--- src/rtl/morse_seq_game_ctrl.sv ---
// Morse memory game controller: shows a sequence of SEQ_LEN Morse digits,
// collects the player's entries, compares them in order and keeps a
// saturating BCD score and a lives counter. All outputs are registered.
module morse_seq_game_ctrl #(
    parameter int SEQ_LEN      = 2,
    parameter int DIGIT_W      = 4,
    parameter int SCORE_DIGITS = 2,
    parameter int LIVES        = 3
) (
    input  logic                      clk,
    input  logic                      rst,
    input  logic                      LoggedIn,
    input  logic                      game_start,
    input  logic                      logout,
    input  logic [DIGIT_W-1:0]        morse_number,
    input  logic                      show_done,
    input  logic                      timeout,
    input  logic                      load,
    input  logic [DIGIT_W-1:0]        user_input,
    output logic                      reconfig,
    output logic                      enable,
    output logic                      enable_show,
    output logic [DIGIT_W-1:0]        number,
    output logic [2:0]                digit_idx,
    output logic [4*SCORE_DIGITS-1:0] score,
    output logic [3:0]                lives_left,
    output logic                      correct,
    output logic                      wrong,
    output logic                      logout_from_gamecontrol
);

    localparam int SCORE_W = 4 * SCORE_DIGITS;

    localparam logic [2:0] ST_IDLE       = 3'd0;
    localparam logic [2:0] ST_RECONFIG   = 3'd1;
    localparam logic [2:0] ST_WAIT_START = 3'd2;
    localparam logic [2:0] ST_SHOW       = 3'd3;
    localparam logic [2:0] ST_GAP        = 3'd4;
    localparam logic [2:0] ST_ENTRY      = 3'd5;
    localparam logic [2:0] ST_DECISION   = 3'd6;
    localparam logic [2:0] ST_GAMEOVER   = 3'd7;

    localparam logic [2:0] LAST_IDX   = 3'(SEQ_LEN - 1);
    localparam logic [3:0] LIVES_INIT = 4'(LIVES);

    logic [2:0]         state;
    logic               err_flag;
    // Sized for the largest legal sequence so the 3-bit index always fits.
    logic [DIGIT_W-1:0] seq_buf [8];

    // BCD increment with per-digit carry; an all-9s score stays put.
    function automatic logic [SCORE_W-1:0] bcd_sat_inc(input logic [SCORE_W-1:0] v);
        logic [SCORE_W-1:0] r;
        logic               carry;
        logic               all_nine;
        r        = v;
        carry    = 1'b1;
        all_nine = 1'b1;
        for (int i = 0; i < SCORE_DIGITS; i++) begin
            if (v[4*i +: 4] != 4'd9) all_nine = 1'b0;
        end
        if (!all_nine) begin
            for (int i = 0; i < SCORE_DIGITS; i++) begin
                if (carry) begin
                    if (r[4*i +: 4] == 4'd9) begin
                        r[4*i +: 4] = 4'd0;
                    end else begin
                        r[4*i +: 4] = r[4*i +: 4] + 4'd1;
                        carry       = 1'b0;
                    end
                end
            end
        end
        return r;
    endfunction

    // Game FSM with registered outputs: logout beats timeout beats normal flow.
    always_ff @(posedge clk) begin
        if (!rst) begin
            state                   <= ST_IDLE;
            err_flag                <= 1'b0;
            reconfig                <= 1'b0;
            enable                  <= 1'b0;
            enable_show             <= 1'b0;
            number                  <= '0;
            digit_idx               <= 3'd0;
            score                   <= '0;
            lives_left              <= 4'd0;
            correct                 <= 1'b0;
            wrong                   <= 1'b0;
            logout_from_gamecontrol <= 1'b0;
            for (int i = 0; i < 8; i++) seq_buf[i] <= '0;
        end else begin
            // Pulse outputs default low every cycle.
            reconfig                <= 1'b0;
            correct                 <= 1'b0;
            wrong                   <= 1'b0;
            logout_from_gamecontrol <= 1'b0;

            if (logout && (state != ST_IDLE)) begin
                logout_from_gamecontrol <= 1'b1;
                state       <= ST_IDLE;
                err_flag    <= 1'b0;
                enable      <= 1'b0;
                enable_show <= 1'b0;
                number      <= '0;
                digit_idx   <= 3'd0;
                score       <= '0;
                lives_left  <= 4'd0;
                for (int i = 0; i < 8; i++) seq_buf[i] <= '0;
            end else if (timeout && ((state == ST_SHOW) || (state == ST_GAP) ||
                                     (state == ST_ENTRY) || (state == ST_DECISION))) begin
                // The round in flight is discarded; score and lives stay as they were.
                state       <= ST_GAMEOVER;
                err_flag    <= 1'b0;
                enable      <= 1'b0;
                enable_show <= 1'b0;
                number      <= '0;
                digit_idx   <= 3'd0;
            end else begin
                case (state)
                    ST_IDLE: begin
                        if (LoggedIn) begin
                            state      <= ST_RECONFIG;
                            reconfig   <= 1'b1;
                            score      <= '0;
                            lives_left <= LIVES_INIT;
                            enable     <= 1'b0;
                        end
                    end
                    ST_RECONFIG: begin
                        state <= ST_WAIT_START;
                    end
                    ST_WAIT_START: begin
                        if (game_start) begin
                            state       <= ST_SHOW;
                            enable      <= 1'b1;
                            enable_show <= 1'b1;
                            number      <= morse_number;
                            digit_idx   <= 3'd0;
                            err_flag    <= 1'b0;
                        end
                    end
                    ST_SHOW: begin
                        if (show_done) begin
                            seq_buf[digit_idx] <= morse_number;
                            enable_show        <= 1'b0;
                            number             <= '0;
                            if (digit_idx == LAST_IDX) begin
                                state     <= ST_ENTRY;
                                digit_idx <= 3'd0;
                            end else begin
                                state     <= ST_GAP;
                                digit_idx <= digit_idx + 3'd1;
                            end
                        end else begin
                            enable_show <= 1'b1;
                            number      <= morse_number;
                        end
                    end
                    ST_GAP: begin
                        // One idle cycle with enable_show low restarts the show timer.
                        state       <= ST_SHOW;
                        enable_show <= 1'b1;
                        number      <= morse_number;
                    end
                    ST_ENTRY: begin
                        if (load) begin
                            if (user_input != seq_buf[digit_idx]) err_flag <= 1'b1;
                            if (digit_idx == LAST_IDX) begin
                                state <= ST_DECISION;
                            end else begin
                                digit_idx <= digit_idx + 3'd1;
                            end
                        end
                    end
                    ST_DECISION: begin
                        digit_idx <= 3'd0;
                        err_flag  <= 1'b0;
                        if (!err_flag) begin
                            score       <= bcd_sat_inc(score);
                            correct     <= 1'b1;
                            state       <= ST_SHOW;
                            enable_show <= 1'b1;
                            number      <= morse_number;
                        end else begin
                            wrong      <= 1'b1;
                            lives_left <= lives_left - 4'd1;
                            if (lives_left == 4'd1) begin
                                state       <= ST_GAMEOVER;
                                enable      <= 1'b0;
                                enable_show <= 1'b0;
                                number      <= '0;
                            end else begin
                                state       <= ST_SHOW;
                                enable_show <= 1'b1;
                                number      <= morse_number;
                            end
                        end
                    end
                    ST_GAMEOVER: begin
                        // Score and lives stay visible until the next start request.
                        if (game_start) begin
                            state      <= ST_RECONFIG;
                            reconfig   <= 1'b1;
                            score      <= '0;
                            lives_left <= LIVES_INIT;
                        end
                    end
                    default: begin
                        state <= ST_IDLE;
                    end
                endcase
            end
        end
    end

endmodule

--- config.mk ---
export PLATFORM = sky130hd
export DESIGN_NAME = morse_seq_game_ctrl
export DESIGN_NICKNAME = d
export VERILOG_FILES = /design/src/rtl/morse_seq_game_ctrl.sv
export SDC_FILE = /design/constraint.sdc
export NUM_CORES = 1
export LEC_CHECK = 0
export ABC_AREA = 1
export BUFFER_PORTS_ARGS = -buffer_cell sky130_fd_sc_hd__buf_2
export CAP_MARGIN = 30
export CORE_ASPECT_RATIO = 1.75
export CORE_UTILIZATION = 50
export DETAILED_ROUTE_END_ITERATION = 6
export GPL_ROUTABILITY_DRIVEN = 1
export GPL_TIMING_DRIVEN = 0
export PLACE_DENSITY = 0.82
export SYNTH_ARGS = -nofsm -noshare
export SYNTH_HDL_FRONTEND = slang
export SYNTH_SLANG_ARGS = --single-unit
--- constraint.sdc ---
create_clock -name clk -period 1.6 [get_ports clk]
set_clock_uncertainty 0.05 [all_clocks]
set_input_delay 0.16 -clock clk [delete_from_list [all_inputs] [get_ports clk]]
set_output_delay 0.16 -clock clk [all_outputs]
set_load 0.05 [all_outputs]
Word level (Yosys, flattened, before mapping)
Memory sizes are Yosys's and may differ from the RTL's. A register that Yosys moved wholly into a read port is not among the register bits.
Cells that the tools add are included.
{"block": "classes", "n_addsub": 4, "bitwise": 11, "n_mux": 89, "reduce_logical": 24, "eq_ne": 32}
{"operator": "4-bit two-way mux", "count": 19}
{"operator": "3-bit two-way mux", "count": 17}
{"operator": "1-bit two-way mux", "count": 40}
{"operator": "8-bit two-way mux", "count": 4}
{"operator": "3-bit case mux with 8 select lines", "count": 1}
{"operator": "8-bit case mux with 3 select lines", "count": 1}
{"operator": "2-bit inequality test (second input constant)", "count": 9}
{"operator": "4-bit case mux with 4 select lines", "count": 1}
{"operator": "5-bit AND reduction", "count": 3}
{"operator": "3-bit equality test (second input constant)", "count": 4}
{"operator": "3-bit case mux with 4 select lines", "count": 1}
{"operator": "4-bit case mux with 3 select lines", "count": 1}
{"operator": "6-bit AND reduction", "count": 2}
{"operator": "3-bit nonzero test", "count": 4}
{"operator": "3-bit inequality test (second input constant)", "count": 3}
{"operator": "4-bit by 1-bit adder with 4-bit output (second input constant)", "count": 2}
{"operator": "4-bit equality test (second input constant)", "count": 2}
{"operator": "4-bit inequality test (second input constant)", "count": 2}
{"operator": "1-bit OR", "count": 8}
{"operator": "4-bit nonzero test", "count": 2}
{"operator": "4-bit OR reduction", "count": 2}
{"operator": "7-bit AND reduction", "count": 1}
{"operator": "3-bit by 1-bit equality test with 1-bit output (second input constant)", "count": 2}
{"operator": "3-bit by 2-bit equality test with 1-bit output (second input constant)", "count": 2}
{"operator": "other kinds (18)", "count": 27}
{"block": "word_totals", "output_inout_bits": 25, "mem_bits_rw": 32, "input_bits": 16, "register_bits": 29, "wordCells": 174, "mem_count": 1}
{"memory": "seq_buf", "words": 8, "width": 4, "read_ports": 1, "rd_clocked_by_memory_dff": 1, "wr": 8, "line_no": "49", "source": "logic [DIGIT_W-1:0] seq_buf [8];"}

Logic depth before layout (Yosys ltp)
{"block": "depth", "depth_word": 18, "mapped_depth": 13, "mapped_depth_nobuf": 12}

Worst setup path after synthesis
No wires, ideal clock.
{"block": "synth_path", "path_type": "register -> register", "start": "register score[4]", "end": "register score[3]", "n_path_buf": 0, "setup_slack_ns": -0.339, "setup_time_ns": 0.073, "t_required_ns": 1.477, "synth_period_minus_slack_ns": 1.939, "path_stages_with_launch": 12, "arrival_ns": 1.816, "cell_sequence": "dfxtp_1 ha_1 nand2_1 nor2_1 nand2_1 nand2_1 nand2_1 nand3_4 nor2_4 inv_2 nand2_4 nor3b_2"}
{"block": "synth_via", "elab_chain_len": 9}
{"item": "from (decl)", "line_no": "25", "source": "output logic [4*SCORE_DIGITS-1:0] score,"}
{"item": "from (signal assigned)", "line_no": "181", "source": "score <= bcd_sat_inc(score);"}
{"item": "4-bit inequality test", "line_no": "60", "source": "if (v[4*i +: 4] != 4'd9) all_nine = 1'b0;"}
{"item": "1-bit two-way mux", "line_no": "60"}
{"item": "1-bit two-way mux", "line_no": "180", "source": "if (!err_flag) begin"}
{"item": "1-bit two-way mux", "line_no": "121", "source": "case (state)"}
{"item": "1-bit two-way mux", "line_no": "111", "source": "end else if (timeout && ((state == ST_SHOW) || (state == ST_GAP) ||"}
{"item": "1-bit two-way mux", "line_no": "100", "source": "if (logout && (state != ST_IDLE)) begin"}
{"item": "1-bit two-way mux", "line_no": "79", "source": "if (!rst) begin"}
{"item": "2-bit inequality test (no line)"}
{"item": "6-bit AND reduction (no line)"}
Every way passes these cells. The select of a mux whose other input is x is not followed.
A chain may end at the register's enable or synchronous reset.

Worst setup path after layout
{"block": "layout_path", "start": "register state[1]", "end": "register state[2]"}
{"block": "layout_via", "elab_chain_len": 7, "elab_cells_between_ends": 24, "cone_classes": "eq/ne (13); mux (2); reduce/logical (9)"}
{"item": "from (decl)", "line_no": "46", "source": "logic [2:0] state;"}
{"item": "from (signal assigned)", "line_no": "80", "source": "state <= ST_IDLE;"}
{"item": "from (signal assigned)", "line_no": "102", "source": "state <= ST_IDLE;"}
{"item": "from (signal assigned)", "line_no": "114", "source": "state <= ST_GAMEOVER;"}
{"item": "3-bit by 2-bit equality test with 1-bit output or 3-bit equality test (tied branches)", "line_no": "111, 121"}
{"item": "1-bit logical OR (2 in a row)", "line_no": "111"}
{"item": "1-bit logical OR", "line_no": "112", "source": "(state == ST_ENTRY) || (state == ST_DECISION))) begin"}
{"item": "1-bit logical AND", "line_no": "111"}
{"item": "3-bit by 1-bit inequality test with 1-bit output (no line), or another cell as far along"}
{"item": "6-bit AND reduction (no line)"}
Several ways; a longest one is shown, not always the timed one.

==> flow_summary_export.csv <==
group,metric,value,unit
clock_network,clk_pin_slew,0.05,ns
route,routed_via_density,5.160,
power,comb_power_share,49.6,%
global_routing,first_global_vias,3154,
logic_synthesis,synthMuxAreaShare,0,%
logic_synthesis,synth.avg_cell_area,7.955,um2
route,drc_errors,0,
logic_synthesis,synth_area,3508,um2
place,portBuffers,40,
logic_synthesis,synthCells,441,
floorplan,io_pins,41,
sta,min_period,1.864,ns
setup_path,crit_end,"state[2]",
setup_path,worst_setup_path_start_kind,"flip-flop",
sta,final.period_utilization,116.5,%
setup_path,ff2ff_path_depth,11,
setup_path,cpMaxStageDelayCell,"nor4_1",
job,cap_violations,0,
setup_path,arrival,2.04,ns
logic_synthesis,ys_seq_area_share,45.65,%
setup_path,crit_path_cell_trace,"nand2_4 -> nor2_4 -> inv_2 -> nand3_4 -> inv_6 -> buf_12 -> buf_4 -> nor4_1 -> nand2_1 -> nand2_1 -> nor2_1",
cells_and_area,num_antenna_cells,0,
global_routing,grt_max_degree,13,
power,p_sw_share,44.36,%
run_status,failed_checks,"negative setup slack",
sta,rsz0062_at_grt,"yes",
clock_network,cts_tree,"built",
route,first_iter_violations,95,
global_routing,grt_pass1_wl,13690,um
power,peakVddDrop,0.001266,V
place,place_congestion,0.9130,
logic_synthesis,synth-compound-area-share,4.957,%
setup_path,critPathKind,"reg2reg",
logic_synthesis,synth_nets,465,
worst_hold_path,hp-class,"in2reg",
run_status,outcome,"complete, but fails checks",
setup_path,cp_slowest_stage_delay,0.43,ns
cells_and_area,fin_nets,548,
route,dr.pass1.iters,4,
power,p_per_area,1780,nW/um2
sta,setup_viol,84,
clock_network,clockBufferDepth,2,
place,dp_slack,-0.3402,ns
logic_synthesis,synth_cell_types,37,
cells_and_area,final_util,70.96,%
route,vias,3163,
power,p_leak,2.297,nW
clock_network,cts_buffers,9,
setup_path,cp_data_required_time,1.78,ns
cells_and_area,drive_above_1_share,41.78,%
power,p_clk_share,21.9,%
setup_path,critPathMostFrequentCell,"nand2_1",
setup_path,cp-end-kind,"flip-flop",
clock_network,cts_root_buffer,"clkbuf_16",
clock_network,hold_buffers,0,
sta,worst_pin_slew,0.4963,ns
clock_network,clock-sinks,64,
setup_path,reg2reg_slack,-0.26,ns
route,ant_nets,0,
sta,setup_tns,-10.09,ns
cells_and_area,layout_commonest_cell,"nand2_1",
setup_path,crit_fanout,5,
sta,slew_headroom,66.61,%
logic_synthesis,ys.warnings.count,0,
place,postPlaceCellArea,3913,um2
logic_synthesis,synth_xor_area_share,0.9986,%
clock_network,cts_max_level,3,
floorplan,design.core.area,6807,um2
logic_synthesis,ys.flop_type,"edfxtp_1",
clock_network,clkLatencyLatePin,0.33,ns
cells_and_area,final_cell_mix,"nand2_1, inv_1, buf_2, nor2_1, edfxtp_1",
power,p_switching,3.813,mW
logic_synthesis,synth_top_family_by_area,"simple AND/OR/NAND/NOR gates",
logic_synthesis,synth_top_area_cell,"edfxtp_1",
floorplan,dieArea,7369,um2
place,dp.final_hpwl,5955,um
global_routing,overflow,0,
power,p_int,4.783,mW
sta,timing.final.ws_setup,-0.2635,ns
logic_synthesis,ys_ff_latch,64,
power,sequentialPowerShare,28.5,%
logic_synthesis,synth_area_leaders,"edfxtp_1, dfxtp_1, nand2_1, inv_1, nor2_1",
floorplan,die_h,112.8,um
logic_synthesis,yosys.area_share.simple,35.91,%
floorplan,initial_core_util,51.54,%
route,routed_wl,9163,um
setup_path,rr_startpoint,"state[1]",
sta,max_clock_freq,536.6,MHz
setup_path,cp-startpoint,"state[1]",
logic_synthesis,ys_async_sr_fraction,0,%
logic_synthesis,synth_fa_ha_area_share,2.853,%
cells_and_area,final_area,4830,um2
logic_synthesis,synth_edf_count,32,
floorplan,core.rowCount,40,
floorplan,dieWidth,65.32,um
global_routing,grt_usage,24.66,%
cells_and_area,area_growth_syn_to_layout,37.66,%
route,routedWlPerCell,14.95,um
setup_path,regToRegEndpoint,"state[2]",
logic_synthesis,synth_top_area_share,27.39,%
global_routing,antenna_found_initial,0,
sta,hold_ws,0.04162,ns
sta,drv_slew,0,
sta,hold_violations,0,
[metrics by stage]
| stage | cells | power [mW] |
|---|---|---|
| 6_report | 613 | 8.595 |
| 3_3_place_gp | 565 | 5.673 |
| 5_1_grt | 613 | 9.018 |
| 3_5_place_dp | 565 | 5.778 |
| 2_1_floorplan | 441 | 5.045 |
| 4_1_cts | 599 | 8.088 |
[logic make-up after synthesis]
kind of cell             Yosys count
AO/OA/AOI/OAI                     31
XOR/XNOR                           4
adder cells (fa/ha/maj)            8
buffers and inverters             85
flip-flops                        64
AND/OR/NAND/NOR                  249
[critical path: cells and delay by family, from the launching register on]
family | cells | cell delay, ns
and+or+nand+nor | 7 | 0.95
DFF | 1 | 0.39
buffers and inverters | 4 | 0.36
[layer usage]
metal | GRT usage [%] | share of wire, % | vias up
met1 | 21.02 | 33 | 1473
met4 | 15.80 | 5.9 | 0
met5 | 0 | 0 | -
li1 | - | - | 1552
met3 | 4.637 | 3.1 | 47
met2 | 48.66 | 58 | 91
[power by group through the flow]
stage	sequential [mW]	clock [mW]	combinational, mW
after floorplan	2.92	0	2.12
after global placement	2.41	0	3.26
after detailed placement	2.42	0	3.36
after CTS	2.43	1.88	3.78
after global routing	2.49	1.96	4.58
final	2.45	1.89	4.26
[Yosys cell counts, types with 4 or more instances]
cell	number
a21oi_1	15
dfxtp_1	32
edfxtp_1	32
ha_1	8
inv_1	68
inv_2	8
nand2_1	111
nand2_4	11
nand3_1	29
nand3_4	4
nor2_1	65
nor2_8	4
nor3_1	7
o21ai_0	9
[what timing repair did]
action | CTS | global route
setup endpoints to repair | 89 | 93
gates cloned | 0 | 2
setup buffers | 19 | 12
pin swaps | 21 | 16
resized for setup | 50 | 58
[worst min-delay path by stage]
stage,startpoint,to,slack (ns),cells after the start
2_1_floorplan,rst,logout_from_gamecontrol,0.22,2
3_3_place_gp,rst,logout_from_gamecontrol,0.36,3
3_5_place_dp,rst,logout_from_gamecontrol,0.37,3
4_1_cts,morse_number[0],number[0],0.04,3
5_1_grt,morse_number[3],number[3],0.05,3
6_report,morse_number[0],number[0],0.04,3
[registers in the layout, summed over array words and instances, names as in the netlist, named ones only]
name,cells
number,4
enable,1
score,8
wrong,1
reconfig,1
digit_idx,3
enable_show,1
logout_from_gamecontrol,1
seq_buf,32
err_flag,1
correct,1
state,3
lives_left,4
[area by class of cell]
class                   instances  area (um2)
repair inverters                1       5.005
clock inverters                 4       27.53
clock buffers                  12       267.8
flip-flops and latches         64        1638
inverters                      79       329.1
multi-input cells             292        1886
plain buffers                   5       70.07
fillers                       469        1977
repair buffers                 72       501.7
well taps                      84       105.1
(Power assumes the default switching activity.)
